`config.mk`:
```
export PLATFORM = sky130hd
export DESIGN_NAME = grid_mem_arbiter
export DESIGN_NICKNAME = d
export VERILOG_FILES = /design/src/rtl/astar_pkg.sv /design/src/rtl/grid_mem_arbiter.sv
export SDC_FILE = /design/constraint.sdc
export NUM_CORES = 1
export LEC_CHECK = 0
export CORE_MARGIN = 3
export CORE_UTILIZATION = 36
export CTS_CLUSTER_DIAMETER = 60
export DETAILED_ROUTE_END_ITERATION = 8
export GPL_TIMING_DRIVEN = 0
export PLACE_DENSITY = 0.81
export REMOVE_ABC_BUFFERS = 1
export SLEW_MARGIN = 25
export SYNTH_ARGS = -nofsm -noshare
export SYNTH_HDL_FRONTEND = slang
export SYNTH_SLANG_ARGS = --single-unit
```
`constraint.sdc`:
```
create_clock -name sync -period 1.6 [get_ports sync]
set_input_delay 0.32 -clock sync [delete_from_list [all_inputs] [get_ports sync]]
set_output_delay 0.32 -clock sync [all_outputs]
set_load 0.01 [all_outputs]
```
`src/rtl/astar_pkg.sv`:
```
// Shared A* grid memory types: owner encoding, cell codes, width defaults.
// Imported by grid_mem_arbiter.
package astar_pkg;

  localparam int ADDR_W_DEF   = 6;
  localparam int DATA_W_DEF   = 2;
  localparam int MAX_WAIT_DEF = 4;

  typedef enum logic [1:0] {
    OWN_IDLE = 2'b00,
    OWN_DISP = 2'b01,
    OWN_SRCH = 2'b10
  } owner_e;

  typedef enum logic [1:0] {
    CELL_FREE = 2'b00,
    CELL_OBST = 2'b01,
    CELL_PATH = 2'b10,
    CELL_UNKN = 2'b11
  } cell_e;

endpackage

```
`src/rtl/grid_mem_arbiter.sv`:
```
// Single-port grid memory arbiter: display vs search, display priority.
// Ports: sync/reset; s_* search req/gnt/read return; d_* display req/gnt/
// read return; mem_* memory port (1-cycle read latency); owner state;
// s_stall_cnt saturating search starvation count.
// Optional: ASTAR_ARB_STARVE_GUARD_EN lets search win after MAX_WAIT
// display grants while it pends.
module grid_mem_arbiter
  import astar_pkg::*;
#(
  parameter int ADDR_W   = ADDR_W_DEF,
  parameter int DATA_W   = DATA_W_DEF,
  parameter int MAX_WAIT = MAX_WAIT_DEF
) (
  input  logic              sync,
  input  logic              reset,
  input  logic              s_req,
  input  logic              s_we,
  input  logic [ADDR_W-1:0] s_addr,
  input  logic [DATA_W-1:0] s_wdata,
  output logic              s_gnt,
  output logic              s_rvalid,
  output logic [DATA_W-1:0] s_rdata,
  input  logic              d_req,
  input  logic [ADDR_W-1:0] d_addr,
  output logic              d_gnt,
  output logic              d_rvalid,
  output logic [DATA_W-1:0] d_rdata,
  output logic              mem_en,
  output logic              mem_we,
  output logic [ADDR_W-1:0] mem_addr,
  output logic [DATA_W-1:0] mem_wdata,
  input  logic [DATA_W-1:0] mem_rdata,
  output logic [1:0]        owner,
  output logic [7:0]        s_stall_cnt
);

  localparam int WAIT_W = $clog2(MAX_WAIT + 1);

  owner_e            state_q, state_d;
  logic [7:0]        stall_q, stall_d;
  logic [WAIT_W-1:0] wait_q;
  logic              s_rd_q, d_rd_q;
  logic [DATA_W-1:0] s_hold_q, d_hold_q;
  logic              force_s;
  logic              d_sel, s_sel;
  logic              d_win, s_win;

`ifdef ASTAR_ARB_STARVE_GUARD_EN
  localparam bit GUARD_EN = 1'b1;
  logic [WAIT_W-1:0] wait_d;

  always_comb begin
    wait_d = wait_q;
    if (s_win || !s_req)
      wait_d = '0;
    else if (d_win)
      wait_d = wait_q + 1'b1;
  end

  always_ff @(posedge sync or posedge reset) begin
    if (reset)
      wait_q <= '0;
    else
      wait_q <= wait_d;
  end
`else
  localparam bit GUARD_EN = 1'b0;
  assign wait_q = '0;
`endif

  assign force_s = GUARD_EN && s_req &&
                   (wait_q == WAIT_W'(MAX_WAIT));

  // Mutually exclusive selects so the decoder is truly one-hot.
  assign d_sel = d_req && !force_s;
  assign s_sel = s_req && !d_sel;

  always_comb begin
    d_win   = 1'b0;
    s_win   = 1'b0;
    state_d = OWN_IDLE;
    if (!reset) begin
      unique case (1'b1)
        d_sel: begin
          d_win   = 1'b1;
          state_d = OWN_DISP;
        end
        s_sel: begin
          s_win   = 1'b1;
          state_d = OWN_SRCH;
        end
        default: ;
      endcase
    end
  end

  always_comb begin
    stall_d = stall_q;
    if (s_win)
      stall_d = '0;
    else if (s_req && stall_q != 8'hFF)
      stall_d = stall_q + 8'd1;
  end

  always_ff @(posedge sync or posedge reset) begin
    if (reset) begin
      state_q  <= OWN_IDLE;
      stall_q  <= '0;
      s_rd_q   <= 1'b0;
      d_rd_q   <= 1'b0;
      s_hold_q <= '0;
      d_hold_q <= '0;
    end else begin
      state_q <= state_d;
      stall_q <= stall_d;
      s_rd_q  <= s_win && !s_we;
      d_rd_q  <= d_win;
      if (s_rd_q)
        s_hold_q <= mem_rdata;
      if (d_rd_q)
        d_hold_q <= mem_rdata;
    end
  end

  assign s_gnt       = s_win;
  assign d_gnt       = d_win;
  assign mem_en      = s_win || d_win;
  assign mem_we      = s_win && s_we;
  assign mem_addr    = d_win ? d_addr :
                       s_win ? s_addr : '0;
  assign mem_wdata   = s_win ? s_wdata : '0;
  assign s_rvalid    = s_rd_q;
  assign d_rvalid    = d_rd_q;
  assign s_rdata     = s_rd_q ? mem_rdata : s_hold_q;
  assign d_rdata     = d_rd_q ? mem_rdata : d_hold_q;
  assign owner       = state_q;
  assign s_stall_cnt = stall_q;

endmodule
```
Word-level counts from Yosys, hierarchy flattened
Cells that the tools add are included.

Register bits after elaboration: 16. Word-level logic and storage cells: 29. Input bits: 21. Output and inout bits: 28.

Reduce and logical (&&, ||, !) cells: 8. Mux-type cells: 13. Add/subtract/negate cells: 1. Eq/ne operators: 1.

Operators with widths (count): $mux W8 (2); $mux W6 (2); $add A8 B1 Y8 const B (1); $mux W2 (4); $ne A8 B8 Y1 const B (1); $logic_and A1 B1 Y1 (4); $mux W1 (4); $pmux W2 S2 (1); $logic_not A1 Y1 (2); $reduce_bool A2 Y1 (1); $logic_or A1 B1 Y1 (1).

Depth between registers and ports, before layout
Gate-level depths: netlist of the first run.

Word-level depth: 6. Mapped depth: 5. Depth with buffers taken out: 4.

Least setup slack after synthesis of the first run
OpenSTA, ideal clock, no wires.

Path kind: input to output. Start: input port d_req. End: output port mem_addr[2]. Buffers on the path: 2. Required time: 1.280 ns. Arrival time: 1.208 ns. Path slack: 0.072 ns. Cell stages on the path: 5. Cell sequence: or3b_1 buf_6 inv_4 buf_6 a22o_1.

Longest elaborated chain between the ends: 6. Elaborated cells between the ends (all ways): 8. Classes of those cells: mux (6); reduce/logical (2).

RTL lines: start, declared (line grid_mem_arbiter.sv:23) `input logic d_req,`; $logic_not A1 Y1 (line grid_mem_arbiter.sv:76) `assign s_sel = s_req && !d_sel;`; $logic_and A1 B1 Y1 (line grid_mem_arbiter.sv:76); $mux W1 (line grid_mem_arbiter.sv:83) `unique case (1'b1)`; $mux W1 (line grid_mem_arbiter.sv:82) `if (!reset) begin`; net s_gnt (line grid_mem_arbiter.sv:20) `output logic s_gnt,`; $mux W6 (line grid_mem_arbiter.sv:130) `s_win ? s_addr : '0;`; $mux W6 (line grid_mem_arbiter.sv:129) `assign mem_addr = d_win ? d_addr :`; end, declared (line grid_mem_arbiter.sv:30) `output logic [ADDR_W-1:0] mem_addr,`.

The timed path passes the listed nets, and every way through them passes these cells.

Final worst setup path of the first run
Start: input port reset. End: output port mem_addr[4].

Longest elaborated chain between the ends: 3. Elaborated cells between the ends (all ways): 4. Classes of those cells: mux (4).

RTL lines: start, declared (line grid_mem_arbiter.sv:15) `input logic reset,`; $mux W1 (line grid_mem_arbiter.sv:82); $mux W6 (line grid_mem_arbiter.sv:130); $mux W6 (*) (line grid_mem_arbiter.sv:129).

Every way passes the cells marked *; elsewhere a longest branch is shown, timed or not.

==> flow_summary.json, run 1 <==
{
  "final_common_cell": "clkdlybuf4s50_1",
  "cts-root-buf": "clkbuf_4",
  "routedWlPerCell_um": 16.32,
  "cap_violations": 0,
  "worstSetupEndpointType": "primary output",
  "cellLeakagePower_nw": 0.6817,
  "die_height_um": 53.82,
  "ys_seq_elements": 15,
  "setup_slack_ns": 0.02185,
  "hold_viol_final": 0,
  "synth_cells": 79,
  "skew_ns": 0.005788,
  "overflow": 0,
  "clock_latency_ns": 0.28,
  "drtIter0Drc": 22,
  "synthSimpleGateAreaFrac": 0.1854,
  "drc": 0,
  "post-dp-hpwl_mm": 1.718,
  "critical_path_required_ns": 1.28,
  "synth-xor-area-share": 0,
  "finalMaxSlewViolations": 0,
  "start_util": 0.3993,
  "crit_type": "input pin to primary output",
  "synth_top_family_by_area": "compound AO/OA/AOI/OAI gates",
  "cts_tree": "done",
  "status": "finished, final reports clean",
  "gp_congestion": 0.7899,
  "drive_gt1_frac": 0.3333,
  "synth_ff_type": "dfrtp_1",
  "rr_startpoint": "s_stall_cnt[1]",
  "mostFrequentLayoutCells": "clkdlybuf4s50_1 (26), buf_4 (14), dfrtp_1 (12)",
  "synth_top_area_cell": "dfrtp_1",
  "placed_area_um2": 1290,
  "min_path_type": "input pin to async pin",
  "firstDrtPassIters": 4,
  "pin_count": 49,
  "power-per-cell-area_nw_per_um2": 892.7,
  "place_ws_ns": -1.100,
  "vias": 890,
  "syn_area_um2": 823.3,
  "tightest_slew_ns": 0.5531,
  "setup_viol": 0,
  "die_width_um": 53.82,
  "htree_levels": 1,
  "layout_min_cycle_time_ns": 1.578,
  "muxShareOfSynthArea": 0.06687,
  "antenna_found_initial": 0,
  "core.rowCount": 16,
  "syn_to_final_growth_pct": 66.72,
  "final_util": 0.6657,
  "cp-start-kind": "input pin",
  "synthAdderAreaFrac": 0.01520,
  "synth_edf_count": 0,
  "vias_per_cell": 5.394,
  "diodes": 0,
  "avgSynthCellArea_um2": 10.42,
  "die-area_um2": 2897,
  "grtUsageTotal": 0.1783,
  "critPathLaunch": "reset",
  "yosys_warnings": 0,
  "ys_seq_area_frac": 0.4559,
  "fmax_mhz": 633.7,
  "cts_buffer_depth": 2,
  "grt_max_degree": 16,
  "numCtsBuffers": 3,
  "port_buffers": 48,
  "synth_area_leaders": "dfrtp_1 (46%), a22o_1 (6.4%), mux2_2 (5.5%), a211oi_1 (2.7%), buf_6 (2.7%)",
  "numClockSinks": 15,
  "core_um2": 2062,
  "peakVddDrop_v": 0.0007491,
  "synth.distinct_cells": 35,
  "crit_fanout": 7,
  "final_cell_area_um2": 1373,
  "arrival_ns": 1.26,
  "synth_compound_area_frac": 0.2021,
  "drt_wl_total_mm": 2.692,
  "grt_first_pass_wirelength_mm": 3.726,
  "slew_headroom": 0.6309,
  "grt_pass1_vias": 807,
  "post-route-period-util": 0.9863,
  "synth_top_area_frac": 0.4559,
  "async_flop_share": 1.000,
  "hold_buffers": 0,
  "nets": 161,
  "antenna_left": 0,
  "cts.clk_slew.worst_paths_ns": 0.09
}
## power breakdown
| group | leakage [nW] | switching, W | total [W] | internal, W |
|---|---|---|---|---|
| clock network | 0.0177 | 0.000117 | 0.000210 | 0.0000928 |
| registers | 0.189 | 0.0000549 | 0.000502 | 0.000448 |
| logic | 0.475 | 0.000232 | 0.000513 | 0.000281 |
| total | 0.682 | 0.000404 | 0.00123 | 0.000821 |
## timing repair
| action | CTS | global route |
|---|---|---|
| gates resized for setup | 71 | 12 |
| setup endpoints to repair | 24 | 16 |
| pin swaps | 2 | 2 |
| cloned | 1 | 0 |
| buffers inserted | 10 | 3 |
## per-stage QoR
step / instances / TNS, ns / power, W / hold WS, ns
floorplan: 72 / 0 / 0.0006964 / 0.2215
global placement: 147 / -14.31 / 0.0009461 / 0.4802
detailed placement: 147 / -14.55 / 0.0009641 / 0.4874
CTS: 162 / 0 / 0.001206 / 0.1247
global route: 165 / -0.1153 / 0.001302 / 0.1471
finish: 165 / 0 / 0.001225 / 0.1131
## metal layers
layer / GRT usage / vias up / part of all wire
met5: 0 / - / 0
met4: 0.06383 / 0 / 0.025
met3: 0.04986 / 8 / 0.070
met2: 0.3165 / 49 / 0.53
met1: 0.2010 / 420 / 0.37
li1: - / 413 / -
## final timing paths
path	end	slack (ns)	depth (start not counted)
min in group sync	s_stall_cnt[1]	0.39	3
worst max register to register	s_stall_cnt[5]	0.03	4
worst max-delay path	mem_addr[4]	0.02	5
worst min register to register	d_hold_q[0]	0.50	1
worst min-delay path	s_stall_cnt[0]	0.11	2
max in group asynchronous	s_stall_cnt[5]	1.09	2
## sequential cells by signal, summed over array words and instances, names as in the netlist
name / count
s_stall_cnt: 8
d_hold_q: 2
s_hold_q: 2
d_rvalid: 1
owner: 1
s_rvalid: 1
## cell type report
class	instances	area [um2]
multi-input combinational	54	397.9
clock buffer	3	22.52
tap	27	33.78
timing repair inverter	1	6.256
sequential	15	379.1
inverter	3	18.77
fill	168	689.4
timing repair buffer	61	509.2
clock inverter	1	5.005
## cell usage after synthesis, drive strengths merged (2+ instances only)
cell	number
nand2	5
dfrtp	15
a211oi	3
nor2	3
nand4	3
buf	5
clkbuf	2
and3	2
mux2	4
a22o	6
and2b	2
a21oi	4
inv	3
and2	3
o21ai	2
## cell families (layout without fill, tap and decap cells)
logic type      count (synthesis)  after routing
compound gates                 22             22
simple gates                   26             26
buf+inv                        10             69
fa+ha+maj                       1              1
mux                             5              5
flops                          15             15
## worst max-delay path, cell delays in order
cell,delay [ns]
buf_4,0.13
or3b_4,0.44
inv_8,0.09
a22o_1,0.14
buf_2,0.13
No activity file was read; power rests on OpenSTA's default activity.
==> run 2: changes to the inputs <==
--- a/config.mk
+++ b/config.mk
@@ -5,8 +5,10 @@
 export SDC_FILE = /design/constraint.sdc
 export NUM_CORES = 1
 export LEC_CHECK = 0
+export ABC_CLOCK_PERIOD_IN_PS = 1600
 export CORE_MARGIN = 3
 export CORE_UTILIZATION = 36
+export CTS_BUF_LIST = sky130_fd_sc_hd__clkbuf_8 sky130_fd_sc_hd__clkbuf_16
 export CTS_CLUSTER_DIAMETER = 60
 export DETAILED_ROUTE_END_ITERATION = 8
 export GPL_TIMING_DRIVEN = 0
==> flow_summary.json, run 2 (synthesis results as in run 1) <==
{
  "status": "finished, final reports clean",
  "cts.clk_slew.worst_paths_ns": 0.06,
  "drt_wl_total_mm": 2.637,
  "routedWlPerCell_um": 16.48,
  "slew_headroom": 0.6382,
  "core_um2": 2062,
  "tightest_slew_ns": 0.5421,
  "power-per-cell-area_nw_per_um2": 973.1,
  "grt_first_pass_wirelength_mm": 3.622,
  "swShare": 0.3136,
  "die-area_um2": 2897,
  "min_path_type": "input pin to async pin",
  "clock_latency_ns": 0.25,
  "die_width_um": 53.82,
  "worstSetupEndpointType": "primary output",
  "start_util": 0.3993,
  "overflow": 0,
  "critical_path_required_ns": 1.28,
  "hold_viol_final": 0,
  "grt_max_degree": 16,
  "syn_to_final_growth_pct": 63.53,
  "grt_pass1_vias": 783,
  "drc": 0,
  "largest_reg_flops": 8,
  "clkPwrFrac": 0.234,
  "cts_tree": "done",
  "firstDrtPassIters": 4,
  "mostFrequentLayoutCells": "clkdlybuf4s50_1 (30), dfrtp_1 (11), buf_2 (11)",
  "drive_gt1_frac": 0.3158,
  "antenna_found_initial": 0,
  "holdWs_ns": 0.1474,
  "numClockSinks": 15,
  "layout_min_cycle_time_ns": 1.569,
  "placed_area_um2": 1290,
  "nFillCells": 171,
  "cts_buffer_depth": 2,
  "die_height_um": 53.82,
  "diodes": 0,
  "final_cell_area_um2": 1346,
  "met1_usage": 0.1979,
  "vias": 856,
  "peakVddDrop_v": 0.0007489,
  "hold_buffers": 0,
  "port_buffers": 48,
  "skew_ns": 0.002695,
  "cellLeakagePower_nw": 0.6295,
  "use_met2": 0.3065,
  "cap_violations": 0,
  "htree_levels": 1,
  "grtUsageTotal": 0.1801,
  "drtIter0Drc": 5,
  "final_common_cell": "clkdlybuf4s50_1",
  "crit_fanout": 7,
  "crit_type": "input pin to primary output",
  "power_w": 0.001310,
  "finalMaxSlewViolations": 0,
  "pin_count": 49,
  "gp_congestion": 0.7899,
  "post-dp-hpwl_mm": 1.718,
  "setup_viol": 0,
  "pwr-share-comb": 0.368,
  "antenna_left": 0,
  "cts-root-buf": "clkbuf_8",
  "seqPwrFrac": 0.398,
  "fin_tns_setup_ns": 0,
  "arrival_ns": 1.25,
  "post-route-period-util": 0.9805,
  "fmax_mhz": 637.4,
  "top_usage_layer": "met2",
  "core.rowCount": 16,
  "grtUsageMet3": 0.05817,
  "cp-start-kind": "input pin",
  "vias_per_cell": 5.350,
  "internal_power_w": 0.0008992,
  "nets": 156,
  "numCtsBuffers": 3,
  "p_sw_w": 0.0004108
}
## run 2: cell count changes in the layout (fill, tap and decap cells not counted), sizes merged
cell	previous run	this run
clkdlybuf4s50	26	30
buf	26	21
dlymetal6s2s	2	0
dlygate4sd2	3	1
## run 2: layer usage
layer  share of wire  wire length, um  vias up
met5               0                0        -
li1                -                -      404
met3           0.063              166        8
met2            0.52             1377       41
met4           0.033               88        0
met1            0.38             1005      403
## run 2: worst max-delay path, stage by stage
cell    delay (ns)
buf_2         0.13
or3b_4        0.44
inv_8         0.09
a22o_1        0.14
buf_2         0.13
## run 2: what timing repair did
action / CTS / global route
cloned: 1 / 0
buffers inserted: 5 / 3
gates resized for setup: 68 / 10
endpoints found under the hold margin: 0 / 0
pin swaps: 1 / 2
setup endpoints to repair: 22 / 16
## run 2: power groups by stage
stage | sequential, W | combinational [W] | clock (W)
final | 0.000522 | 0.000482 | 0.000307
after global routing | 0.000532 | 0.000515 | 0.000340
after CTS | 0.000527 | 0.000424 | 0.000316
after detailed placement | 0.000528 | 0.000436 | 0
after global placement | 0.000528 | 0.000418 | 0
after floorplan | 0.000539 | 0.000157 | 0
## run 2: final cells by class
cell class,count,area (um2),share of cell area
clock inverter,1,5.005,0.003717
clock buffer,3,41.29,0.03067
timing repair inverter,1,6.256,0.004647
tap,27,33.78,0.02509
sequential,15,380.4,0.2825
timing repair buffer,56,462.9,0.3439
multi-input combinational,54,397.9,0.2955
inverter,3,18.77,0.01394
## run 2: final timing paths
kind	startpoint	to	slack [ns]	cells past startpoint
setup / recovery	reset	mem_addr[4]	0.03	5
setup reg to reg	s_stall_cnt[1]	s_stall_cnt[7]	0.06	4
min in group sync	d_req	s_stall_cnt[1]	0.41	3
max in group asynchronous	reset	s_stall_cnt[5]	1.06	2
hold / removal	reset	s_stall_cnt[1]	0.15	2
hold reg to reg	d_hold_q[0]	d_hold_q[0]	0.50	1
## run 2: through the flow
stage,utilization,worst slack (ns),std cells
4_1_cts,0.6438,0.002323,157
2_1_floorplan,-,0.1024,72
5_1_grt,0.6529,-0.02806,160
3_5_place_dp,0.6256,-1.100,147
3_3_place_gp,0.6256,-1.072,147
6_report,0.6529,0.03122,160
